File: config.mk
export PLATFORM = sky130hd
export DESIGN_NAME = bcd_to_binary_seq_flat
export DESIGN_NICKNAME = d
export VERILOG_FILES = /design/src/rtl/bcd_to_binary_seq_if.sv /design/src/rtl/bcd_to_binary_seq.sv /design/src/flat_wrapper.sv
export SDC_FILE = /design/constraint.sdc
export NUM_CORES = 1
export LEC_CHECK = 0
export ABC_AREA = 1
export CAP_MARGIN = 20
export CELL_PAD_IN_SITES_DETAIL_PLACEMENT = 1
export CELL_PAD_IN_SITES_GLOBAL_PLACEMENT = 1
export CORE_MARGIN = 2
export CORE_UTILIZATION = 40
export DETAILED_ROUTE_END_ITERATION = 10
export DONT_BUFFER_PORTS = 1
export PLACE_DENSITY = 0.68
export SYNTH_ARGS = -nofsm -noshare
export SYNTH_HDL_FRONTEND = slang
export SYNTH_SLANG_ARGS = --single-unit
File: constraint.sdc
create_clock -name clk -period 1.5 [get_ports clk]
set_clock_uncertainty 0.1 [all_clocks]
set_input_delay 0.15 -clock clk [delete_from_list [all_inputs] [get_ports clk]]
set_output_delay 0.15 -clock clk [all_outputs]
set_load 0.01 [all_outputs]
File: src/rtl/bcd_to_binary_seq_if.sv
// Handshake bundle for the sequential BCD-to-binary converter.
//   start   : conversion request (master -> slave)
//   bcd_in  : packed BCD {thousands, hundreds, tens, ones} (master -> slave)
//   busy    : conversion in progress (slave -> master)
//   done    : one-cycle completion pulse (slave -> master)
//   err     : last request held a nibble > 9 (slave -> master)
//   bin_out : 14-bit binary result (slave -> master)
interface bcd_to_binary_seq_if;
    logic        start;
    logic [15:0] bcd_in;
    logic        busy;
    logic        done;
    logic        err;
    logic [13:0] bin_out;

    modport master (output start, output bcd_in,
                    input  busy,  input  done, input err, input bin_out);
    modport slave  (input  start, input  bcd_in,
                    output busy,  output done, output err, output bin_out);
endinterface

File: src/rtl/bcd_to_binary_seq.sv
// Sequential 4-digit BCD-to-binary converter using reverse double-dabble:
// one right shift plus per-nibble "subtract 3 if >= 8" correction per clock,
// 14 steps per conversion.
// Ports:
//   clk : system clock, posedge
//   rst : asynchronous active-high reset
//   bus : bcd_to_binary_seq_if.slave (start/bcd_in in, busy/done/err/bin_out out)
module bcd_to_binary_seq (
    input  logic                    clk,
    input  logic                    rst,
    bcd_to_binary_seq_if.slave      bus
);
    localparam int unsigned DIGITS = 4;
    localparam int unsigned BIN_W  = 14;
    localparam int unsigned BCD_W  = 4 * DIGITS;
    localparam int unsigned SR_W   = BCD_W + BIN_W;

    typedef enum logic [0:0] {IDLE, CONV} state_t;

    state_t            state;
    state_t            state_next;
    logic [SR_W-1:0]   shift_reg;
    logic [SR_W-1:0]   shifted;
    logic [SR_W-1:0]   step_val;
    logic [3:0]        step_cnt;
    logic              last_step;
    logic              bad_digit;
    logic              done_r;
    logic              err_r;
    logic [BIN_W-1:0]  bin_r;
    logic              busy_c;

    // Any nibble above 9 rejects the request outright.
    always_comb begin
        bad_digit = 1'b0;
        for (int unsigned i = 0; i < DIGITS; i++) begin
            if (bus.bcd_in[4*i +: 4] > 4'd9) bad_digit = 1'b1;
        end
    end

    // One shift-and-correct step; the correction applies to the shifted value.
    always_comb begin
        shifted  = shift_reg >> 1;
        step_val = shifted;
        for (int unsigned i = 0; i < DIGITS; i++) begin
            if (shifted[BIN_W + 4*i +: 4] >= 4'd8)
                step_val[BIN_W + 4*i +: 4] = shifted[BIN_W + 4*i +: 4] - 4'd3;
        end
    end

    assign last_step = (step_cnt == 4'd13);

    // State register
    always_ff @(posedge clk or posedge rst) begin
        if (rst) state <= IDLE;
        else     state <= state_next;
    end

    // Next-state logic
    always_comb begin
        state_next = state;
        case (state)
            IDLE: if (bus.start && !bad_digit) state_next = CONV;
            CONV: if (last_step)               state_next = IDLE;
            default:                           state_next = IDLE;
        endcase
    end

    // Output logic
    always_comb begin
        busy_c = 1'b0;
        case (state)
            CONV:    busy_c = 1'b1;
            default: busy_c = 1'b0;
        endcase
    end

    // Datapath and registered outputs
    always_ff @(posedge clk or posedge rst) begin
        if (rst) begin
            shift_reg <= '0;
            step_cnt  <= '0;
            done_r    <= 1'b0;
            err_r     <= 1'b0;
            bin_r     <= '0;
        end else begin
            done_r <= 1'b0;
            case (state)
                IDLE: begin
                    if (bus.start) begin
                        if (bad_digit) begin
                            err_r  <= 1'b1;
                            bin_r  <= '0;
                            done_r <= 1'b1;
                        end else begin
                            shift_reg <= {bus.bcd_in, {BIN_W{1'b0}}};
                            step_cnt  <= '0;
                            err_r     <= 1'b0;
                        end
                    end
                end
                CONV: begin
                    shift_reg <= step_val;
                    step_cnt  <= step_cnt + 4'd1;
                    if (last_step) begin
                        bin_r  <= step_val[BIN_W-1:0];
                        done_r <= 1'b1;
                    end
                end
                default: ;
            endcase
        end
    end

    assign bus.busy    = busy_c;
    assign bus.done    = done_r;
    assign bus.err     = err_r;
    assign bus.bin_out = bin_r;
endmodule

File: src/flat_wrapper.sv
// flat-port wrapper written by rule: the top's interface ports become plain ports
module bcd_to_binary_seq_flat 
  (clk, rst, bus_start, bus_bcd_in, bus_busy, bus_done, bus_err, bus_bin_out);
  bcd_to_binary_seq_if bus_i ();
  input  logic clk;
  input  logic rst;
  input wire logic [$bits(bus_i.start)-1:0] bus_start;
  input wire logic [$bits(bus_i.bcd_in)-1:0] bus_bcd_in;
  output wire logic [$bits(bus_i.busy)-1:0] bus_busy;
  output wire logic [$bits(bus_i.done)-1:0] bus_done;
  output wire logic [$bits(bus_i.err)-1:0] bus_err;
  output wire logic [$bits(bus_i.bin_out)-1:0] bus_bin_out;
  assign bus_i.start = bus_start;
  assign bus_i.bcd_in = bus_bcd_in;
  assign bus_busy = bus_i.busy;
  assign bus_done = bus_i.done;
  assign bus_err = bus_i.err;
  assign bus_bin_out = bus_i.bin_out;
  bcd_to_binary_seq u_core (.clk(clk), .rst(rst), .bus(bus_i));
endmodule
==> results of run 1 <==
worst paths after layout:
| kind | start | end | slack, ns | depth (start not counted) |
|---|---|---|---|---|
| min reg2reg | u_core.step_cnt[3]$_DFFE_PP0P_ | u_core.step_cnt[3]$_DFFE_PP0P_ | 0.41 | 2 |
| max reg2reg | u_core.step_cnt[1]$_DFFE_PP0P_ | u_core.bus.bin_out[5]$_DFFE_PP0P_ | 0.06 | 8 |
| max in group asynchronous | rst | u_core.shift_reg[23]$_DFFE_PP0P_ | 0.59 | 3 |
| max | u_core.step_cnt[1]$_DFFE_PP0P_ | u_core.bus.bin_out[5]$_DFFE_PP0P_ | 0.06 | 8 |
| min in group asynchronous | rst | u_core.bus.bin_out[3]$_DFFE_PP0P_ | 0.18 | 2 |
| min | bus_bcd_in[1] | u_core.shift_reg[15]$_DFFE_PP0P_ | 0.008 | 4 |
area by class of cell:
cell class,count,area [um^2],share of cell area [%]
timing repair buffer,25,265.3,8.893
clock buffer,5,68.82,2.307
clock inverter,3,28.78,0.9648
multi-input combinational,235,1190,39.89
sequential,50,1251,41.95
inverter,22,82.58,2.768
tap,77,96.34,3.230
tightest hold or removal path, cell delays in order:
cell     delay, ns
nand2_1       0.03
o21ai_0       0.07
nand3_1       0.08
nand2_1       0.06
synth_stat cells, drive strengths merged (2+ instances only):
library cell | count | area (um^2)
dfrtp | 50 | 1251
a21oi | 7 | 35.03
nand2 | 99 | 391.6
ha | 8 | 100.1
clkbuf | 2 | 7.510
o21ai | 9 | 45.04
inv | 22 | 82.58
o22ai | 3 | 18.77
buf | 16 | 106.4
nor2 | 21 | 83.83
nand3 | 81 | 455.4
o21bai | 3 | 22.52
or2 | 2 | 12.51
metrics by stage:
step,instances,TNS [ns],setup slack [ns],cell area (um^2)
after global placement,396,0,0.1056,2748
after CTS,415,0,0.02496,2955
after global routing,417,-0.3589,-0.03825,2983
final,417,0,0.05817,2983
after detailed placement,396,0,0.06713,2748
after floorplan,325,0,0.04883,2638
cells by family (layout without fill, tap and decap cells):
family                   after synthesis  count (layout)
XOR/XNOR                               1               1
AND/OR/NAND/NOR                      204             204
buffers and inverters                 40              55
AO/OA/AOI/OAI                         22              22
adder cells (fa/ha/maj)                8               8
flip-flops                            50              50
repair_timing:
| item | CTS | global route |
|---|---|---|
| endpoints found under the hold margin | 53 | 0 |
| hold buffers | 11 | 0 |
| endpoints found under the setup margin | 0 | 16 |
| buffers inserted | 0 | 2 |
| resized for setup | 0 | 1 |
power by group:
group	internal, mW	switching (mW)	leakage, nW
clock	0.347	0.514	0.0502
combinational	0.884	1.35	0.872
sequential	1.89	0.590	0.650
total	3.12	2.45	1.57
layer usage:
layer / global-route usage [%] / up-vias / share of wire, % / wire (um)
met5: 0 / - / 0 / 0
met1: 26.66 / 1077 / 49 / 3168
met2: 31.75 / 26 / 47 / 3024
met4: 4.762 / 0 / 0.91 / 59
met3: 4.669 / 6 / 3.7 / 239
li1: - / 1081 / - / -
==> impl_metrics.tcl, run 1 <==
set metrics [dict create \
    crit_chain "inv_1 > ha_1 > inv_2 > nor3_4 > nand2_4 > buf_12 > nand3_2 > nand2_1" \
    synth_top_family_by_area "simple AND/OR/NAND/NOR gates" \
    dieArea_mm2 0.007259 \
    worst_slew_pin_slew_ns 0.4310 \
    report.power.total_mw 5.577 \
    antenna_found_initial 0 \
    htree_levels 2 \
    crit_buf_inv 3 \
    post-route-min-period_ns 1.442 \
    start_util_pct 41.54 \
    layout.nets 366 \
    start_kind "register" \
    period_share_pct 96.12 \
    synth-adder-area-share_pct 3.795 \
    crit_arrival_ns 1.56 \
    antenna_left 0 \
    synth_edf_count 0 \
    dieHeight_um 85.20 \
    synth_simple_gate_area_share_pct 36.39 \
    grt_setup_unrepaired "true" \
    io_pins 36 \
    fp.coreArea_mm2 0.006350 \
    routed_wl_um 6492 \
    cp_max_fo 9 \
    synth_async_sr_flop_share_pct 100.0 \
    slew_headroom_pct 71.22 \
    hold_class "in -> reg" \
    gr-usage-all-layers_pct 19.61 \
    clk_pin_slew_ns 0.11 \
    required_ns 1.62 \
    rows 29 \
    drt-initial-drc-count 108 \
    critPathTopFamily "flip-flops" \
    syn_area_mm2 0.002638 \
    worstSetupEndpointType "register" \
    place.port_buffers 0 \
    critPathKind "reg -> reg" \
    yosysSeqAreaShare_pct 47.44 \
    grt_max_degree 34 \
    insertedDiodeCount 0 \
    p_leak_nw 1.573 \
    ys_warn_count 0 \
    power_density_mw_per_mm2 1870 \
    final_hold_viol_count 0 \
    status "finished clean" \
    drc_errors 0 \
    vias 2190 \
    finalSetupViolCount 0 \
    die_w_um 85.20 \
    clock_sinks 50 \
    routedWlPerCell_um 15.57 \
    synth-compound-area-share_pct 4.602 \
    slowest_stage "dfrtp_1" \
    fillers 761 \
    syn_area_per_cell_um2 8.115 \
    grt_pass1_vias 2298 \
    dp_hpwl_um 4369 \
    slew_viol_final 0 \
    postLayoutCoreUtil_pct 46.98 \
    drv_cap 0 \
    dr.pass1.iters 4 \
    hold_ws_ns 0.007791 \
    drive_gt1_share_pct 13.24 \
    largest_reg_flops 29 \
    gp_congestion 0.8213 \
    grt_pass1_wl_um 11300 \
    synth-seq-cells 50 \
    cts_tree "done" \
    via_per_inst 5.252 \
    clock_latency_ns 0.31 \
    gr-total-overflow 0 \
    syn_nets 352 \
    synth-xor-area-share_pct 0.3321 \
    ir_drop_uv 784.6 \
    layout_common_cells "nand2_1 (95), nand3_1 (71), dfrtp_1 (50)" \
    final_common_cell "nand2_1" \
    cts.path.max_buffers 2 \
    numCtsBuffers 5 \
    synthFlopType "dfrtp_1" \
    max_stage_delay_ns 0.42 \
    syn_to_final_growth_pct 13.09 \
    synth_cells 325 \
    muxShareOfSynthArea_pct 0 \
    cts_root_buf "clkbuf_8" \
    max_freq_mhz 693.6 \
    ys_types 23 \
]
Power figures use the tool's default switching activity.
==> inputs of run 2 (changes only) <==
--- a/config.mk
+++ b/config.mk
@@ -13,7 +13,8 @@
 export CORE_UTILIZATION = 40
 export DETAILED_ROUTE_END_ITERATION = 10
 export DONT_BUFFER_PORTS = 1
-export PLACE_DENSITY = 0.68
+export PLACE_DENSITY = 0.77
+export SETUP_SLACK_MARGIN = 0.05
 export SYNTH_ARGS = -nofsm -noshare
 export SYNTH_HDL_FRONTEND = slang
 export SYNTH_SLANG_ARGS = --single-unit
==> impl_metrics.tcl, run 2 (synthesis results as in run 1) <==
set metrics [dict create \
    status "finished clean" \
    crit_arrival_ns 1.54 \
    drv_cap 0 \
    crit_chain "inv_1 > ha_1 > inv_2 > nor3_4 > buf_6 > nand2_8 > nand3_2 > nand2_1" \
    place.port_buffers 0 \
    crit_buf_inv 3 \
    grt_max_degree 51 \
    antenna_left 0 \
    ir_drop_uv 792.5 \
    start_util_pct 41.54 \
    cts_tree "done" \
    start_kind "register" \
    dieArea_mm2 0.007259 \
    period_share_pct 95.41 \
    dieHeight_um 85.20 \
    dr.pass1.iters 4 \
    clk_pin_slew_ns 0.10 \
    max_stage_delay_ns 0.40 \
    regArea_mm2 0.001254 \
    max_freq_mhz 698.7 \
    finalSetupViolCount 0 \
    io_pins 36 \
    critPathTopFamily "simple AND/OR/NAND/NOR gates" \
    layout_common_cells "nand2_1 (95), nand3_1 (67), dfrtp_1 (48)" \
    multi_input_area_mm2 0.001244 \
    via_per_inst 5.350 \
    cts_root_buf "clkbuf_8" \
    die_w_um 85.20 \
    gr-total-overflow 0 \
    antenna_found_initial 0 \
    postLayoutCoreUtil_pct 48.87 \
    dp_hpwl_um 4216 \
    final_common_cell "nand2_1" \
    insertedDiodeCount 0 \
    fin_area_mm2 0.003103 \
    htree_levels 2 \
    fp.coreArea_mm2 0.006350 \
    fillers 771 \
    vias 2279 \
    gp_congestion 0.7308 \
    grt_pass1_vias 2281 \
    grt_setup_unrepaired "true" \
    cts.path.max_buffers 2 \
    slew_headroom_pct 81.96 \
    drt-initial-drc-count 127 \
    layout.nets 375 \
    tns_ns 0 \
    worstSetupEndpointType "register" \
    postPlaceCellArea_mm2 0.002766 \
    drive_gt1_share_pct 17.19 \
    slowest_stage "dfrtp_1" \
    rows 29 \
    final_hold_viol_count 0 \
    report.power.total_mw 5.838 \
    grt_pass1_wl_um 11410 \
    slew_viol_final 0 \
    gr-usage-all-layers_pct 19.58 \
    post-route-min-period_ns 1.431 \
    syn_to_final_growth_pct 17.65 \
    required_ns 1.61 \
    largest_reg_flops 29 \
    critPathKind "reg -> reg" \
    routed_wl_um 6706 \
    hold_class "in -> reg" \
    cp_max_fo 8 \
    routedWlPerCell_um 15.74 \
    worst_slew_pin_slew_ns 0.2706 \
    clock_latency_ns 0.32 \
    numCtsBuffers 5 \
    clock_sinks 50 \
    power_density_mw_per_mm2 1881 \
    p_leak_nw 1.608 \
    drc_errors 0 \
]
==> run 2: metal layers <==
metal / GRT usage [%] / wire length (um) / vias to the layer above
met2: 30.18 / 3208 / 39
met5: 0 / 0 / -
met3: 3.599 / 249 / 8
met1: 28.10 / 3152 / 1132
met4: 6.061 / 96 / 0
li1: - / - / 1100
==> run 2: worst paths after layout <==
path	slack, ns	from	endpoint	cells past startpoint
max reg2reg	0.07	u_core.step_cnt[1]$_DFFE_PP0P_	u_core.bus.bin_out[10]$_DFFE_PP0P_	8
min	0.02	bus_bcd_in[2]	u_core.shift_reg[16]$_DFFE_PP0P_	4
max in group asynchronous	0.79	rst	u_core.state$_DFF_PP0_	3
max	0.07	u_core.step_cnt[1]$_DFFE_PP0P_	u_core.bus.bin_out[10]$_DFFE_PP0P_	8
min in group asynchronous	0.27	rst	u_core.bus.bin_out[12]$_DFFE_PP0P_	3
min reg2reg	0.40	u_core.shift_reg[1]$_DFFE_PP0P_	u_core.bus.bin_out[0]$_DFFE_PP0P_	2
==> run 2: worst min-delay path, delay by kind of cell <==
kind             cells  cell delay [ns]
AND/OR/NAND/NOR      4             0.24
==> run 2: metrics by stage <==
step / worst slack (ns) / hold slack [ns] / instances
2_1_floorplan: 0.1095 / 0.09236 / 325
3_3_place_gp: 0.1078 / 0.01228 / 398
3_5_place_dp: 0.06138 / 0.01629 / 398
4_1_cts: 0.04474 / 0.01012 / 424
5_1_grt: -0.003038 / 0.03241 / 426
6_report: 0.06882 / 0.01546 / 426
==> run 2: area by class of cell <==
| cell class | count | share of cell area, % |
|---|---|---|
| Inverter | 22 | 2.863 |
| Sequential cell | 50 | 40.40 |
| Clock inverter | 3 | 0.9274 |
| Multi-Input combinational cell | 236 | 40.08 |
| Tap cell | 77 | 3.105 |
| Clock buffer | 5 | 2.218 |
| Timing Repair Buffer | 33 | 10.40 |
==> run 2: timing repair <==
item / 4_1_cts / 5_1_grt
setup buffers: 5 / 2
endpoints found under the hold margin: 61 / 0
gates resized for setup: 1 / 16
gates cloned: 1 / 0
hold buffers: 12 / 0
pin swaps: 2 / 3
endpoints found under the setup margin: 8 / 30
==> run 2: report_power, final <==
part	switching [mW]	internal [mW]	leakage (nW)
clock network	0.518	0.350	0.0506
logic	1.47	1.01	0.910
registers	0.593	1.90	0.648
==> inputs of run 3 (changes only) <==
--- a/config.mk
+++ b/config.mk
@@ -5,7 +5,6 @@
 export SDC_FILE = /design/constraint.sdc
 export NUM_CORES = 1
 export LEC_CHECK = 0
-export ABC_AREA = 1
 export CAP_MARGIN = 20
 export CELL_PAD_IN_SITES_DETAIL_PLACEMENT = 1
 export CELL_PAD_IN_SITES_GLOBAL_PLACEMENT = 1
@@ -13,7 +12,7 @@
 export CORE_UTILIZATION = 40
 export DETAILED_ROUTE_END_ITERATION = 10
 export DONT_BUFFER_PORTS = 1
-export PLACE_DENSITY = 0.77
+export PLACE_DENSITY = 0.72
 export SETUP_SLACK_MARGIN = 0.05
 export SYNTH_ARGS = -nofsm -noshare
 export SYNTH_HDL_FRONTEND = slang
==> impl_metrics.tcl, run 3 <==
set metrics [dict create \
    layout_common_cells "dfrtp_1 (49), a22o_1 (29), dlygate4sd3_1 (19)" \
    antenna_found_initial 0 \
    cts.path.max_buffers 2 \
    fp.coreArea_mm2 0.005473 \
    routed_wl_um 5768 \
    dieHeight_um 79.00 \
    critPathKind "reg -> reg" \
    status "finished with violations" \
    drv_cap 0 \
    power_density_mw_per_mm2 1779 \
    fillers 560 \
    yosysSeqAreaShare_pct 55.62 \
    slowest_stage "dfrtp_1" \
    hold_ws_ns 0.1201 \
    tns_ns -0.01789 \
    gr-usage-all-layers_pct 19.29 \
    grt_setup_unrepaired "true" \
    min_to "u_core.shift_reg[29]$_DFFE_PP0P_" \
    hold_depth 3 \
    clock_latency_ns 0.30 \
    postPlaceCellArea_mm2 0.002464 \
    htree_levels 2 \
    rrSetupSlack_ns -0.02 \
    grt_pass1_vias 1805 \
    die_w_um 79.00 \
    required_ns 1.59 \
    dpl_worst_slack_ns -0.3541 \
    gp_congestion 0.7632 \
    clk_pin_slew_ns 0.09 \
    layout.nets 247 \
    post-route-min-period_ns 1.516 \
    final_hold_viol_count 0 \
    slew_headroom_pct 66.06 \
    cp_max_fo 3 \
    drt-initial-drc-count 66 \
    cts_tree "done" \
    fin_area_mm2 0.002873 \
    vias 1631 \
    clock_sinks 50 \
    critPathTopFamily "flip-flops" \
    cts_root_buf "clkbuf_8" \
    worst_slew_pin_slew_ns 0.5080 \
    dieArea_mm2 0.006240 \
    ys_types 31 \
    final_common_cell "dfrtp_1" \
    period_share_pct 101.0 \
    syn_nets 207 \
    synth_common_cells "dfrtp_1 (50), a22o_1 (29), a221o_1 (15), inv_1 (11), and2_1 (9)" \
    rows 27 \
    syn_to_final_growth_pct 27.70 \
    drc_errors 0 \
    hold_class "in -> reg" \
    regToRegEndpoint "u_core.shift_reg[20]$_DFFE_PP0P_" \
    syn_area_per_cell_um2 12.50 \
    r2r_cells 5 \
    insertedDiodeCount 0 \
    p_leak_nw 1.307 \
    synthFlopType "dfrtp_1" \
    synth_edf_count 0 \
    start_kind "register" \
    syn_area_mm2 0.002250 \
    place.port_buffers 0 \
    violations "setup timing" \
    antenna_left 0 \
    ir_drop_uv 878.8 \
    yosysTopAreaCell "dfrtp_1" \
    drive_gt1_share_pct 25.00 \
    synth_cells 180 \
    crit_chain "ha_2 > nand2b_4 > xnor2_1 > and2_1 > a221o_1" \
    synth-seq-cells 50 \
    report.power.total_mw 5.111 \
    grt_pass1_wl_um 9225 \
    min_from "bus_start" \
    numCtsBuffers 5 \
    r2r-start "u_core.shift_reg[20]$_DFFE_PP0P_" \
    grt_max_degree 25 \
    worstSetupEndpointType "register" \
    synth_async_sr_flop_share_pct 100.0 \
    crit_arrival_ns 1.61 \
    synth_area_leaders "dfrtp_1 (56%), a22o_1 (11%), a221o_1 (6.7%)" \
    setup_slack_ns -0.01564 \
    via_per_inst 5.586 \
    dp_hpwl_um 3751 \
    postLayoutCoreUtil_pct 52.49 \
    yosysTopAreaCellShare_pct 55.62 \
    start_util_pct 41.11 \
    ys_warn_count 0 \
    finalSetupViolCount 2 \
    max_stage_delay_ns 0.43 \
    dr.pass1.iters 4 \
    gr-total-overflow 0 \
    max_freq_mhz 659.8 \
    synth.most_common_cell "dfrtp_1" \
    largest_reg_flops 29 \
    crit_buf_inv 0 \
    slew_viol_final 0 \
    finalNonFillerCells 292 \
    io_pins 36 \
    routedWlPerCell_um 19.75 \
    dpl.cell_count 262 \
]
run 3: cell types whose count changed in the layout (fill, tap and decap cells not counted), moves of 4 or more:
| cell | before | now |
|---|---|---|
| nand2_1 | 95 | 4 |
| nand3_1 | 67 | 1 |
| a22o_1 | 0 | 29 |
| a221o_1 | 0 | 15 |
| nand3_2 | 14 | 0 |
| nor2_1 | 19 | 6 |
| and2_1 | 0 | 9 |
| inv_1 | 17 | 8 |
| dlygate4sd3_1 | 12 | 19 |
| ha_1 | 8 | 2 |
| o21ai_0 | 8 | 2 |
| ha_2 | 0 | 4 |
run 3: layout make-up:
cell class              instances  area, um^2  area share [%]
inverters                      11       45.04           1.568
repair buffers                 43       422.9           14.72
well taps                      72       90.09           3.136
flip-flops and latches         50        1252           43.60
clock inverters                 2       15.01          0.5226
multi-input cells             109       978.4           34.06
clock buffers                   5       68.82           2.395
run 3: where the power goes:
part / switching [mW] / internal, mW / total, mW
clock: 0.446 / 0.319 / 0.766
combinational: 0.956 / 1.12 / 2.08
sequential: 0.477 / 1.79 / 2.27
total: 1.88 / 3.23 / 5.11
run 3: worst max path at each step:
| stage | endpoint | slack (ns) | depth (start not counted) | from |
|---|---|---|---|---|
| 2_1_floorplan | u_core.bus.bin_out[0]$_DFFE_PP0P_ | 0.03 | 7 | u_core.step_cnt[1]$_DFFE_PP0P_ |
| 3_3_place_gp | u_core.shift_reg[9]$_DFFE_PP0P_ | -0.26 | 5 | bus_bcd_in[2] |
| 3_5_place_dp | u_core.shift_reg[13]$_DFFE_PP0P_ | -0.35 | 5 | bus_bcd_in[6] |
| 4_1_cts | u_core.bus.bin_out[7]$_DFFE_PP0P_ | -0.009 | 5 | u_core.state$_DFF_PP0_ |
| 5_1_grt | u_core.shift_reg[16]$_DFFE_PP0P_ | -0.07 | 5 | u_core.shift_reg[15]$_DFFE_PP0P_ |
| 6_report | u_core.shift_reg[20]$_DFFE_PP0P_ | -0.02 | 5 | u_core.shift_reg[20]$_DFFE_PP0P_ |
run 3: logic make-up after synthesis:
logic type      count (synthesis)  synth area share [%]
compound gates                 56                 21.47
flops                          50                 55.62
simple gates                   33                 8.844
buf+inv                        22                 5.061
fa+ha+maj                       8                 4.450
xor+xnor                        7                 2.725
mux                             4                 1.835
run 3: what timing repair did:
action,CTS,global route
gates cloned,0,1
pin swaps,21,3
gates resized for setup,15,6
endpoints found under the hold margin,38,1
hold buffers,18,1
buffers inserted,3,2
endpoints found under the setup margin,47,45
run 3: routing by layer:
layer / track usage (%) / wire length (um) / vias up
met4: 6.207 / 64 / 0
li1: - / - / 736
met3: 4.773 / 265 / 5
met2: 34.92 / 3206 / 40
met1: 22.28 / 2231 / 850
met5: 0 / 0 / -
run 3: worst register-to-register path: stages (launching register included):
cell and delay [ns]:
dfrtp_1 0.43, ha_2 0.20, nand2b_4 0.13, xnor2_1 0.13, and2_1 0.16, a221o_1 0.27
